`config.mk`:
```
export PLATFORM = sky130hd
export DESIGN_NAME = usb_endpoint_arbiter
export DESIGN_NICKNAME = d
export VERILOG_FILES = /design/src/rtl/usb_endpoint_arbiter_pkg.sv /design/src/rtl/usb_endpoint_arbiter_rr_arbiter_4.sv /design/src/rtl/usb_endpoint_arbiter.sv
export SDC_FILE = /design/constraint.sdc
export NUM_CORES = 1
export LEC_CHECK = 0
export ABC_AREA = 1
export CORE_AREA = 2 2 97 99
export CTS_BUF_LIST = sky130_fd_sc_hd__clkbuf_8
export CTS_CLUSTER_SIZE = 40
export DETAILED_ROUTE_END_ITERATION = 6
export DIE_AREA = 0 0 99 101
export DONT_BUFFER_PORTS = 1
export PLACE_DENSITY = 0.35
export SETUP_SLACK_MARGIN = 0.02
export SLEW_MARGIN = 20
export SYNTH_ARGS = -nofsm -noshare
export SYNTH_HDL_FRONTEND = slang
export SYNTH_SLANG_ARGS = --single-unit
```
`constraint.sdc`:
```
create_clock -name CLK -period 2 [get_ports CLK]
set_input_delay 0.4 -clock CLK [delete_from_list [all_inputs] [get_ports CLK]]
set_output_delay 0.4 -clock CLK [all_outputs]
set_load 0.05 [all_outputs]
```
`src/rtl/usb_endpoint_arbiter_pkg.sv`:
```
// usb_endpoint_arbiter_pkg: shared defaults, FSM encoding and endpoint field position
package usb_endpoint_arbiter_pkg;

    localparam int         NUM_EP_DEF      = 4;
    localparam logic [7:0] ACK_TIMEOUT_DEF = 8'd200;
    localparam int         EP_FIELD_HI     = 7;
    localparam int         EP_FIELD_LO     = 6;

    typedef enum logic [2:0] {
        IDLE,
        RX_CAPTURE,
        RX_WAIT_ACK,
        RX_RELEASE,
        WR_ISSUE,
        WR_WAIT,
        WR_DONE
    } state_e;

    function automatic logic [3:0] onehot4(input logic [1:0] idx);
        return 4'b0001 << idx;
    endfunction

endpackage

```
`src/rtl/usb_endpoint_arbiter_rr_arbiter_4.sv`:
```
// rr_arbiter_4: combinational round-robin pick, searching from last+1 and wrapping to last
module rr_arbiter_4 (
    input  logic [3:0] req,
    input  logic [1:0] last,
    output logic [1:0] grant,
    output logic       valid
);

    logic [1:0] idx;

    // Scan farthest-first so the nearest requester after last is the final assignment
    always_comb begin
        grant = last;
        idx   = '0;
        valid = |req;
        for (int i = 4; i >= 1; i--) begin
            idx = last + 2'(i);
            if (req[idx]) grant = idx;
        end
    end

endmodule

```
`src/rtl/usb_endpoint_arbiter.sv`:
```
// usb_endpoint_arbiter: shares one FT245 port between 4 endpoints; reads routed by byte[7:6],
// writes granted round-robin, both guarded by an ACK/complete timeout.
module usb_endpoint_arbiter
    import usb_endpoint_arbiter_pkg::*;
#(
    parameter int         NUM_EP      = NUM_EP_DEF,
    parameter logic [7:0] ACK_TIMEOUT = ACK_TIMEOUT_DEF
) (
    input  logic                  CLK,
    input  logic                  RST_N,
    input  logic [NUM_EP-1:0]     EP_WR_REQ,
    input  logic [8*NUM_EP-1:0]   EP_WR_BYTE,
    output logic [NUM_EP-1:0]     EP_WR_DONE,
    output logic [NUM_EP-1:0]     EP_RX_VALID,
    output logic [7:0]            EP_RX_DATA,
    input  logic [NUM_EP-1:0]     EP_RX_ACK,
    output logic                  WRITE_EN,
    output logic [7:0]            WRITE_BYTE,
    input  logic                  WRITE_COMPLETE,
    input  logic                  DATA_BYTE_READY,
    input  logic [7:0]            USB_REGISTER_DECODE,
    input  logic                  FT_245_SM_BUSY,
    output logic                  RSB_INT_EN,
    output logic                  ENDPOINT_BUSY,
    output logic                  TIMEOUT_ERR
);

    state_e     state_q, state_d;
    logic [7:0] cnt_q, cnt_d;
    logic [1:0] grant_q, grant_d;
    logic [1:0] last_q, last_d;
    logic [7:0] wr_byte_q, wr_byte_d;
    logic [7:0] rx_data_q, rx_data_d;
    logic       to_q, to_d;
    logic [1:0] arb_grant;
    logic       arb_valid;
    logic [1:0] target;

    rr_arbiter_4 u_rr (
        .req   (EP_WR_REQ),
        .last  (last_q),
        .grant (arb_grant),
        .valid (arb_valid)
    );

    assign target = rx_data_q[EP_FIELD_HI:EP_FIELD_LO];

    always_comb begin
        state_d   = state_q;
        to_d      = 1'b0;
        grant_d   = grant_q;
        last_d    = last_q;
        wr_byte_d = wr_byte_q;
        rx_data_d = rx_data_q;
        case (state_q)
            IDLE: begin
                if (DATA_BYTE_READY) begin
                    state_d = RX_CAPTURE;
                end else if (!FT_245_SM_BUSY && arb_valid) begin
                    state_d   = WR_ISSUE;
                    grant_d   = arb_grant;
                    wr_byte_d = EP_WR_BYTE[{arb_grant, 3'b000} +: 8];
                end
            end
            RX_CAPTURE: begin
                rx_data_d = USB_REGISTER_DECODE;
                state_d   = RX_WAIT_ACK;
            end
            RX_WAIT_ACK: begin
                if (EP_RX_ACK[target]) begin
                    state_d = RX_RELEASE;
                end else if (cnt_q + 8'd1 == ACK_TIMEOUT) begin
                    state_d = RX_RELEASE;
                    to_d    = 1'b1;
                end
            end
            RX_RELEASE: state_d = IDLE;
            WR_ISSUE:   state_d = WR_WAIT;
            WR_WAIT: begin
                if (WRITE_COMPLETE) begin
                    state_d = WR_DONE;
                end else if (cnt_q + 8'd1 == ACK_TIMEOUT) begin
                    state_d = WR_DONE;
                    to_d    = 1'b1;
                end
            end
            WR_DONE: begin
                last_d  = grant_q;
                state_d = IDLE;
            end
            default: state_d = IDLE;
        endcase
        cnt_d = (state_d != state_q) ? 8'd0
              : (state_q == RX_WAIT_ACK || state_q == WR_WAIT) ? cnt_q + 8'd1 : cnt_q;
    end

    always_ff @(posedge CLK or negedge RST_N) begin
        if (!RST_N) begin
            state_q   <= IDLE;
            cnt_q     <= 8'd0;
            grant_q   <= 2'd0;
            last_q    <= 2'd3;
            wr_byte_q <= 8'h00;
            rx_data_q <= 8'h00;
            to_q      <= 1'b0;
        end else begin
            state_q   <= state_d;
            cnt_q     <= cnt_d;
            grant_q   <= grant_d;
            last_q    <= last_d;
            wr_byte_q <= wr_byte_d;
            rx_data_q <= rx_data_d;
            to_q      <= to_d;
        end
    end

    // A timed-out write still passes through WR_DONE but must not report success
    assign EP_WR_DONE    = (state_q == WR_DONE && !to_q) ? onehot4(grant_q) : '0;
    assign EP_RX_VALID   = (state_q == RX_WAIT_ACK) ? onehot4(target) : '0;
    assign EP_RX_DATA    = rx_data_q;
    assign WRITE_EN      = state_q == WR_ISSUE || state_q == WR_WAIT;
    assign WRITE_BYTE    = wr_byte_q;
    assign RSB_INT_EN    = state_q == RX_RELEASE;
    assign ENDPOINT_BUSY = state_q != IDLE && state_q != RX_RELEASE;
    assign TIMEOUT_ERR   = to_q;

endmodule
```
# --- After elaboration in Yosys (flattened, before gate mapping) ---
# Index checks and enable logic that the tools add are counted.
# W data, S select, Z words.
classes:
  n_reduce_logical: 12
  multipliers: 0
  div_mod_pow: 0
  eq_ne: 9
  n_bitwise: 1
  add_sub_neg: 4
  muxes: 26
  shift: 3
  order_cmp: 4
ops:
  columns: ["cell", "n"]
  rows:
  - ["$shiftx A32 B6 Y8", 1]
  - ["$mux W3", 6]
  - ["$mux W8", 2]
  - ["$pmux W3 S5", 1]
  - ["$lt A2 B3 Y1 const B", 4]
  - ["$eq A3 B3 Y1 const B", 3]
  - ["$add A8 B1 Y8 const B", 1]
  - ["$bmux W1 S2", 4]
  - ["$eq A8 B8 Y1 const B", 1]
  - ["$mux W4", 2]
  - ["$shl A1 B2 Y4 const A", 2]
  - ["$mux W1", 7]
  - ["$eq A3 B2 Y1 const B", 2]
  - ["$mux W2", 3]
  - ["$add A2 B2 Y2 const B", 2]
  - ["$reduce_or A4 Y1", 1]
  - ["$eq A3 B1 Y1 const B", 1]
  - ["$logic_and A1 B1 Y1", 3]
  - ["$logic_not A3 Y1", 1]
  - ["$ne A3 B2 Y1 const B", 1]
  - ["$ne A3 B3 Y1", 1]
  - ["$reduce_and A3 Y1", 1]
  - ["$reduce_bool A3 Y1", 1]
  - ["$add A2 B1 Y2 const B", 1]
  - ["5 further kinds", 7]
word_totals:
  n_memories: 0
  ramBits: 0
  mem_bits_ro: 0
  latchBits: 0
  register_bits: 32

# --- Longest topological paths before layout ---
# Gate-level depths: netlist (run 1).
depth:
  ltp_word: 7
  mapped_depth: 15
  ltp_nobuf: 13

# --- Modules after synthesis ---
# Synthesis (run 1) repeated with hierarchy kept, for this count alone.
unflattened:
  hier_cells: 284
  hier_area_um2: 2020.7
by_module_without_submodules:
  columns: ["mod", "instances", "seq_area_each_um2", "cells_each", "area_per_inst_um2"]
  rows:
  - ["usb_endpoint_arbiter", 1, 803.3, 241, 1816.7]
  - ["rr_arbiter_4", 1, 0.0, 43, 203.9]

# --- Least setup slack after synthesis (run 1) ---
# No wires, ideal clock.
synth_timing:
  kind: "register to output"
  start: "reg state_q[0]"
  end: "out ENDPOINT_BUSY"
  stages_incl_launch_ff: 5
  arrival_ns: 2.052
  t_required_ns: 1.600
  setup_slack_ns: -0.452
  path_cell_list: "dfrtp_1 inv_1 nor3_1 or2_2 inv_1"
synth_via:
  elab_chain_len: 2
  word_cells_on_any_way: 3
  cone_classes: "1 x eq/ne; 2 x reduce/logical"
synth_rtl:
  columns: ["item", "line", "rtl"]
  rows:
  - ["start, declared", "usb_endpoint_arbiter.sv:28", "state_e state_q, state_d;"]
  - ["start signal, assigned", "usb_endpoint_arbiter.sv:107", "state_q <= state_d;"]
  - ["$ne A3 B2 Y1 or $reduce_bool A3 Y1 (tied branches)", "usb_endpoint_arbiter.sv:124", "assign ENDPOINT_BUSY = state_q != IDLE && state_q != RX_RELEASE;"]
  - ["$logic_and A1 B1 Y1 (*)", "usb_endpoint_arbiter.sv:124", null]
  - ["end, declared", "usb_endpoint_arbiter.sv:24", "output logic ENDPOINT_BUSY,"]
# Mark *: on every way between the ends. The rest lies on a longest branch, timed or not.

# --- Worst setup path in the final report (run 1) ---
layout_timing:
  start: "reg state_q[0]"
  end: "out EP_RX_VALID[1]"
layout_via:
  elab_chain_len: 2
layout_rtl:
  columns: ["item", "line", "rtl"]
  rows:
  - ["$eq A3 B2 Y1", "usb_endpoint_arbiter.sv:119", "assign EP_RX_VALID = (state_q == RX_WAIT_ACK) ? onehot4(target) : '0;"]
  - ["$mux W4", "usb_endpoint_arbiter.sv:119", null]
  - ["end, declared", "usb_endpoint_arbiter.sv:14", "output logic [NUM_EP-1:0] EP_RX_VALID,"]
# No other way between the ends.

==> flow_summary_export.csv, run 1 <==
group,metric,value,unit
global_routing,first_global_vias,1891,
layout,final_util,32.6,%
clock_network,clkSinkCount,32,
layout,mostFrequentLayoutCell,"nand2_1",
timing,slew_headroom,67.2,%
drt,wl_per_cell,13.2,µm
placement,hpwlAfterDp,4100,µm
clock_network,h-tree-depth,2,
floorplanning,core_area,8980,µm²
power,ir_worst_vdd,0.864,mV
placement,port_buffers,0,
setup_path,cp.required,1.60,ns
setup_path,critPathArrivalTime,1.52,ns
clock_network,cts_root_buffer,"clkbuf_8",
layout,register_area,806,µm²
setup_path,crit_type,"reg -> out",
logic_synthesis,ys_seq_elements,32,
logic_synthesis,async_flop_share,100,%
clock_network,cts_tree,"built",
global_routing,grt_max_degree,33,
flow_run,cap_violations,0,
global_routing,antenna_found_initial,0,
logic_synthesis,syn_inst,304,
timing,rsz0062_at_grt,"true",
timing,hold_viol,0,
drt,drtIter0Drc,35,
setup_path,reg2reg_depth,9,
timing,worst_slew_pin_slew,0.492,ns
drt,num_vias,2022,
layout,num_antenna_cells,0,
global_routing,grt_overflow,0,
drt,drcViolationCount,0,
layout,final_cell_mix,"nand2_1 (71), inv_1 (47), nand3_1 (37)",
timing,fin_worst_skew,0.00919,ns
logic_synthesis,yosysWarnings,0,
timing,setup_violations,0,
floorplanning,chipHeight,101,µm
layout,area_delta_synth_final,32.8,%
clock_network,numCtsBuffers,5,
clock_network,worst_skew_pair.late_latency,0.29,ns
global_routing,grt_pass1_wl,9080,µm
logic_synthesis,synth_area,2200,µm²
timing,min_period,1.92,ns
placement,gp_congestion,0.733,
power,p_per_area,1960,nW/µm²
power,p_leak,1.43,nW
logic_synthesis,syn_area_per_cell,7.24,µm²
setup_path,crit_path_start_kind,"flip-flop",
logic_synthesis,ys_types,37,
floorplanning,die_w,99,µm
hold_path,min_path_cells,1,
hold_path,hold_class,"in -> reg",
layout,drive_above_1_share,31.1,%
floorplanning,io_pins,81,
logic_synthesis,synth_ff_type,"dfrtp_1",
power,total_power,5.72,mW
drt,antenna_left,0,
outcome,status,"completed",
logic_synthesis,synth_edf_count,0,
layout,layout.nets,397,
floorplanning,num_rows,35,
clock_network,clk_pin_slew_worst_paths,0.08,ns
clock_network,cts_max_path_buffers,2,
drt,drt-total-wl,6020,µm
timing,fmax,0.520,GHz
logic_synthesis,syn_nets,358,
setup_path,setup.worst_path.end_class,"output port",
setup_path,cp_max_fo,7,
layout,multi_input_area,1280,µm²
drt,via_per_inst,4.44,
floorplanning,die-area,10000,µm²
timing,timing.final.max_slew_violations,0,
floorplanning,initial_core_util,24.5,%
global_routing,grt_use_total,11.1,%
layout,fillers,961,
logic_synthesis,yosysSeqAreaShare,36.5,%
drt,drt_pre_antenna_iters,4,
timing,finalCritPeriodShare,96.2,%
repair_timing:
action,in CTS,in global routing
pin swaps,0,12
buffers inserted,1,16
cloned,0,4
endpoints found under the setup margin,8,25
hold buffers,2,0
gates resized for setup,4,38
endpoints found under the hold margin,32,0
Yosys cell counts (2+ instances only):
| cell | instances | share of area (%) |
|---|---|---|
| a21oi_1 | 8 | 1.8 |
| buf_6 | 3 | 1.5 |
| clkinv_1 | 2 | 0.34 |
| dfrtp_1 | 30 | 34 |
| dfstp_2 | 2 | 2.4 |
| inv_1 | 51 | 8.7 |
| mux2_2 | 6 | 3.1 |
| nand2_1 | 73 | 12 |
| nand2_2 | 5 | 1.4 |
| nand2_4 | 2 | 1.0 |
| nand3_1 | 37 | 8.4 |
| nand3_2 | 5 | 2.3 |
| nand4_1 | 2 | 0.57 |
| nor2_1 | 17 | 2.9 |
| nor2_2 | 10 | 2.8 |
| nor3_1 | 11 | 2.5 |
| o211ai_1 | 6 | 2.0 |
| o21ai_0 | 7 | 1.6 |
| o21ai_1 | 4 | 0.91 |
| or2_1 | 3 | 0.85 |
| xnor2_1 | 2 | 0.80 |
| xor2_1 | 3 | 1.2 |
routing by layer:
layer	vias to the layer above	track usage [%]	part of all wire, %
met3	4	3.40	5.9
met2	60	18.5	48
li1	1037	-	-
met1	921	14.1	45
met5	-	0	0
met4	0	3.16	0.86
metrics by stage:
| step | setup slack (ns) | instance area, µm² | instances | setup TNS [ns] | hold WS (ns) |
|---|---|---|---|---|---|
| after floorplan | -0.413 | 2230 | 304 | -1.64 | 0.104 |
| after global routing | -0.0306 | 2920 | 455 | -0.112 | 0.242 |
| after detailed placement | 0.0534 | 2430 | 424 | 0 | 0.106 |
| after CTS | 0.0302 | 2590 | 435 | 0 | 0.240 |
| after global placement | 0.0856 | 2430 | 424 | 0 | 0.106 |
| final | 0.0769 | 2920 | 455 | 0 | 0.255 |
registers in the layout, indices dropped and copies added, names as in the netlist:
register and flops:
EP_RX_DATA 8, TIMEOUT_ERR 1, WRITE_BYTE 8, cnt_q 8, grant_q 2, last_q 2
state_q 3
critical path: stages, from the launching register on:
cell	delay (ns)
dfrtp_2	0.45
buf_12	0.14
nor3_4	0.23
inv_4	0.10
nor3_2	0.14
buf_6	0.18
final timing paths:
kind                       slack, ns                    from                        end
setup / recovery                0.08    state_q[0]$_DFF_PN0_             EP_RX_VALID[1]
max in group asynchronous       1.19                   RST_N      last_q[0]$_DFFE_PN1N_
hold reg to reg                 0.57   last_q[1]$_DFFE_PN1N_      last_q[1]$_DFFE_PN1N_
setup reg to reg                0.09   last_q[0]$_DFFE_PN1N_  WRITE_BYTE[3]$_DFFE_PN0P_
min in group asynchronous       0.56                   RST_N       cnt_q[5]$_DFFE_PN0P_
hold / removal                  0.25  USB_REGISTER_DECODE[2]  EP_RX_DATA[2]$_DFFE_PN0P_
report_power, final:
group	leakage, nW	internal (mW)	switching (mW)
logic	0.980	1.35	2.07
clock network	0.0541	0.369	0.266
registers	0.395	0.907	0.761
total	1.43	2.63	3.09
cell families after synthesis:
logic type | count (synthesis) | share of synthesized area, %
muxes | 7 | 3.52
AOI/OAI and AO/OA | 28 | 7.56
buffers and inverters | 63 | 13.0
DFF | 32 | 36.5
xor gates and xnor gates | 5 | 1.99
adders and majority gates | 1 | 0.568
and+or+nand+nor | 168 | 36.8
area by class of cell:
class	instances	area share, %
tap	111	4.75
clock buffer	5	2.35
timing repair buffer	38	12.7
inverter	55	7.32
clock inverter	3	1.46
sequential	32	27.6
multi-input combinational	211	43.9
Note: power is estimated with default switching activity, not from simulation.
==> run 2, diff against run 1 <==
--- a/config.mk
+++ b/config.mk
@@ -18,3 +18,4 @@
 export SYNTH_ARGS = -nofsm -noshare
 export SYNTH_HDL_FRONTEND = slang
 export SYNTH_SLANG_ARGS = --single-unit
+export TNS_END_PERCENT = 50
==> run 2 against run 1 <==
Flip-flop and latch count did not move. Sequential power barely moved. Global-route usage fell by 0.055 points. Wire length fell by 0.18%. Critical endpoint is now WRITE_BYTE[0]$_DFFE_PN0P_. Largest cell class unchanged.
==> flow_summary_export.csv, run 2 (synthesis results as in run 1) <==
group,metric,value,unit
timing,whs,0.260,ns
clock_network,clk_pin_slew_worst_paths,0.08,ns
timing,rsz0062_at_grt,"true",
drt,drt-total-wl,6010,µm
timing,fmax,0.518,GHz
timing,min_period,1.93,ns
clock_network,cts_max_path_buffers,2,
global_routing,grt_max_degree,33,
layout,final_cell_mix,"nand2_1 (65), inv_1 (47), dfrtp_1 (28), nand3_1 (28), buf_4 (25)",
layout,mostFrequentLayoutCell,"nand2_1",
power,p_per_area,1960,nW/µm²
placement,gp_congestion,0.750,
floorplanning,die-area,10000,µm²
timing,worst_slew_pin_slew,0.514,ns
outcome,status,"completed",
power,p_leak,1.43,nW
setup_path,critPathMaxStageDelay,0.64,ns
drt,drt_pre_antenna_iters,4,
setup_path,crit_type,"reg -> reg",
global_routing,grt_overflow,0,
drt,antenna_left,0,
setup_path,rrSetupSlack,0.07,ns
setup_path,crit_family,"simple AND/OR/NAND/NOR gates",
floorplanning,io_pins,81,
setup_path,cp_max_fo,8,
timing,fin_setup_tns,0,ns
layout,drive_above_1_share,34.5,%
floorplanning,chipHeight,101,µm
layout,fin_area,2910,µm²
setup_path,crit_path_start_kind,"flip-flop",
setup_path,cp.required,2.22,ns
floorplanning,initial_core_util,24.5,%
timing,slew_headroom,65.7,%
drt,via_per_inst,4.49,
drt,drcViolationCount,0,
global_routing,antenna_found_initial,0,
timing,finalCritPeriodShare,96.5,%
setup_path,setup.worst_path.end_class,"flip-flop",
setup_path,critPathArrivalTime,2.15,ns
layout,layout.nets,395,
setup_path,crit_chain,"buf_6, nand2_2, o21ai_2, nand2_1, nand2_2, nand3_4, nand2_4, nand2_8, clkbuf_16, nand3_1, nand3_1, nand2_1, nand2_1, nand2_1",
drt,wl_per_cell,13.3,µm
timing,setup_ws,0.0698,ns
drt,drtIter0Drc,46,
flow_run,cap_violations,0,
layout,final_util,32.4,%
placement,port_buffers,0,
floorplanning,die_w,99,µm
clock_network,numCtsBuffers,5,
hold_path,hold_class,"in -> reg",
clock_network,cts_root_buffer,"clkbuf_8",
clock_network,worst_skew_pair.late_latency,0.29,ns
layout,instances_no_fill,453,
global_routing,first_global_vias,1856,
setup_path,path_buf_inv,2,
setup_path,crit_path_top_delay_cell,"dfstp_2",
clock_network,clkSinkCount,32,
placement,hpwlAfterDp,4180,µm
layout,area_delta_synth_final,32.2,%
clock_network,h-tree-depth,2,
drt,num_vias,2036,
timing,timing.final.max_slew_violations,0,
clock_network,cts_tree,"built",
layout,num_antenna_cells,0,
timing,fin_worst_skew,0.00658,ns
setup_path,cp_common_cell,"nand2_1",
timing,hold_viol,0,
placement,placed_cells,425,
floorplanning,core_area,8980,µm²
floorplanning,num_rows,35,
global_routing,grt_pass1_wl,9000,µm
power,ir_worst_vdd,0.765,mV
power,total_power,5.70,mW
placement,placed_cell_area,2420,µm²
timing,setup_violations,0,
placement,place_ws,0.0545,ns
global_routing,grt_use_total,11.1,%
run 2: routing by layer:
layer  share of wire, %  global-route usage, %
met4               0.93                   3.16
met5                  0                      0
met2                 49                   18.4
met3                6.1                   3.05
met1                 44                   14.2
run 2: repair_timing:
action	4_1_cts	5_1_grt
endpoints found under the hold margin	32	0
endpoints found under the setup margin	8	26
pin swaps	0	26
gates cloned	0	3
hold buffers	2	0
setup buffers	0	15
resized for setup	3	49
run 2: path summary, 6_finish.rpt:
kind,startpoint,end,cells after the start
max reg2reg,last_q[0]$_DFFE_PN1N_,WRITE_BYTE[0]$_DFFE_PN0P_,14
min,USB_REGISTER_DECODE[2],EP_RX_DATA[2]$_DFFE_PN0P_,1
min in group asynchronous,RST_N,state_q[2]$_DFF_PN0_,2
max in group asynchronous,RST_N,last_q[1]$_DFFE_PN1N_,2
max,last_q[0]$_DFFE_PN1N_,WRITE_BYTE[0]$_DFFE_PN0P_,14
min reg2reg,last_q[1]$_DFFE_PN1N_,last_q[1]$_DFFE_PN1N_,2
run 2: power breakdown:
group          switching, mW  leakage, nW  total [mW]  internal [mW]
Combinational           2.08        0.983        3.49           1.41
Clock                  0.265       0.0510       0.540          0.275
Sequential             0.764        0.395        1.67          0.907
run 2: final cells by class:
class	instances	area (µm²)
clock buffers	6	82.6
clock inverters	2	10.0
fillers	988	6070
inverters	55	216
multi-input cells	211	1310
flip-flops and latches	32	806
well taps	111	139
repair buffers	36	345
run 2: worst reg2reg max path, delay by kind of cell, from the launching register on:
| family | cells | cell delay, ns |
|---|---|---|
| and+or+nand+nor | 11 | 0.85 |
| DFF | 1 | 0.64 |
| buffers and inverters | 2 | 0.31 |
| AOI/OAI and AO/OA | 1 | 0.06 |
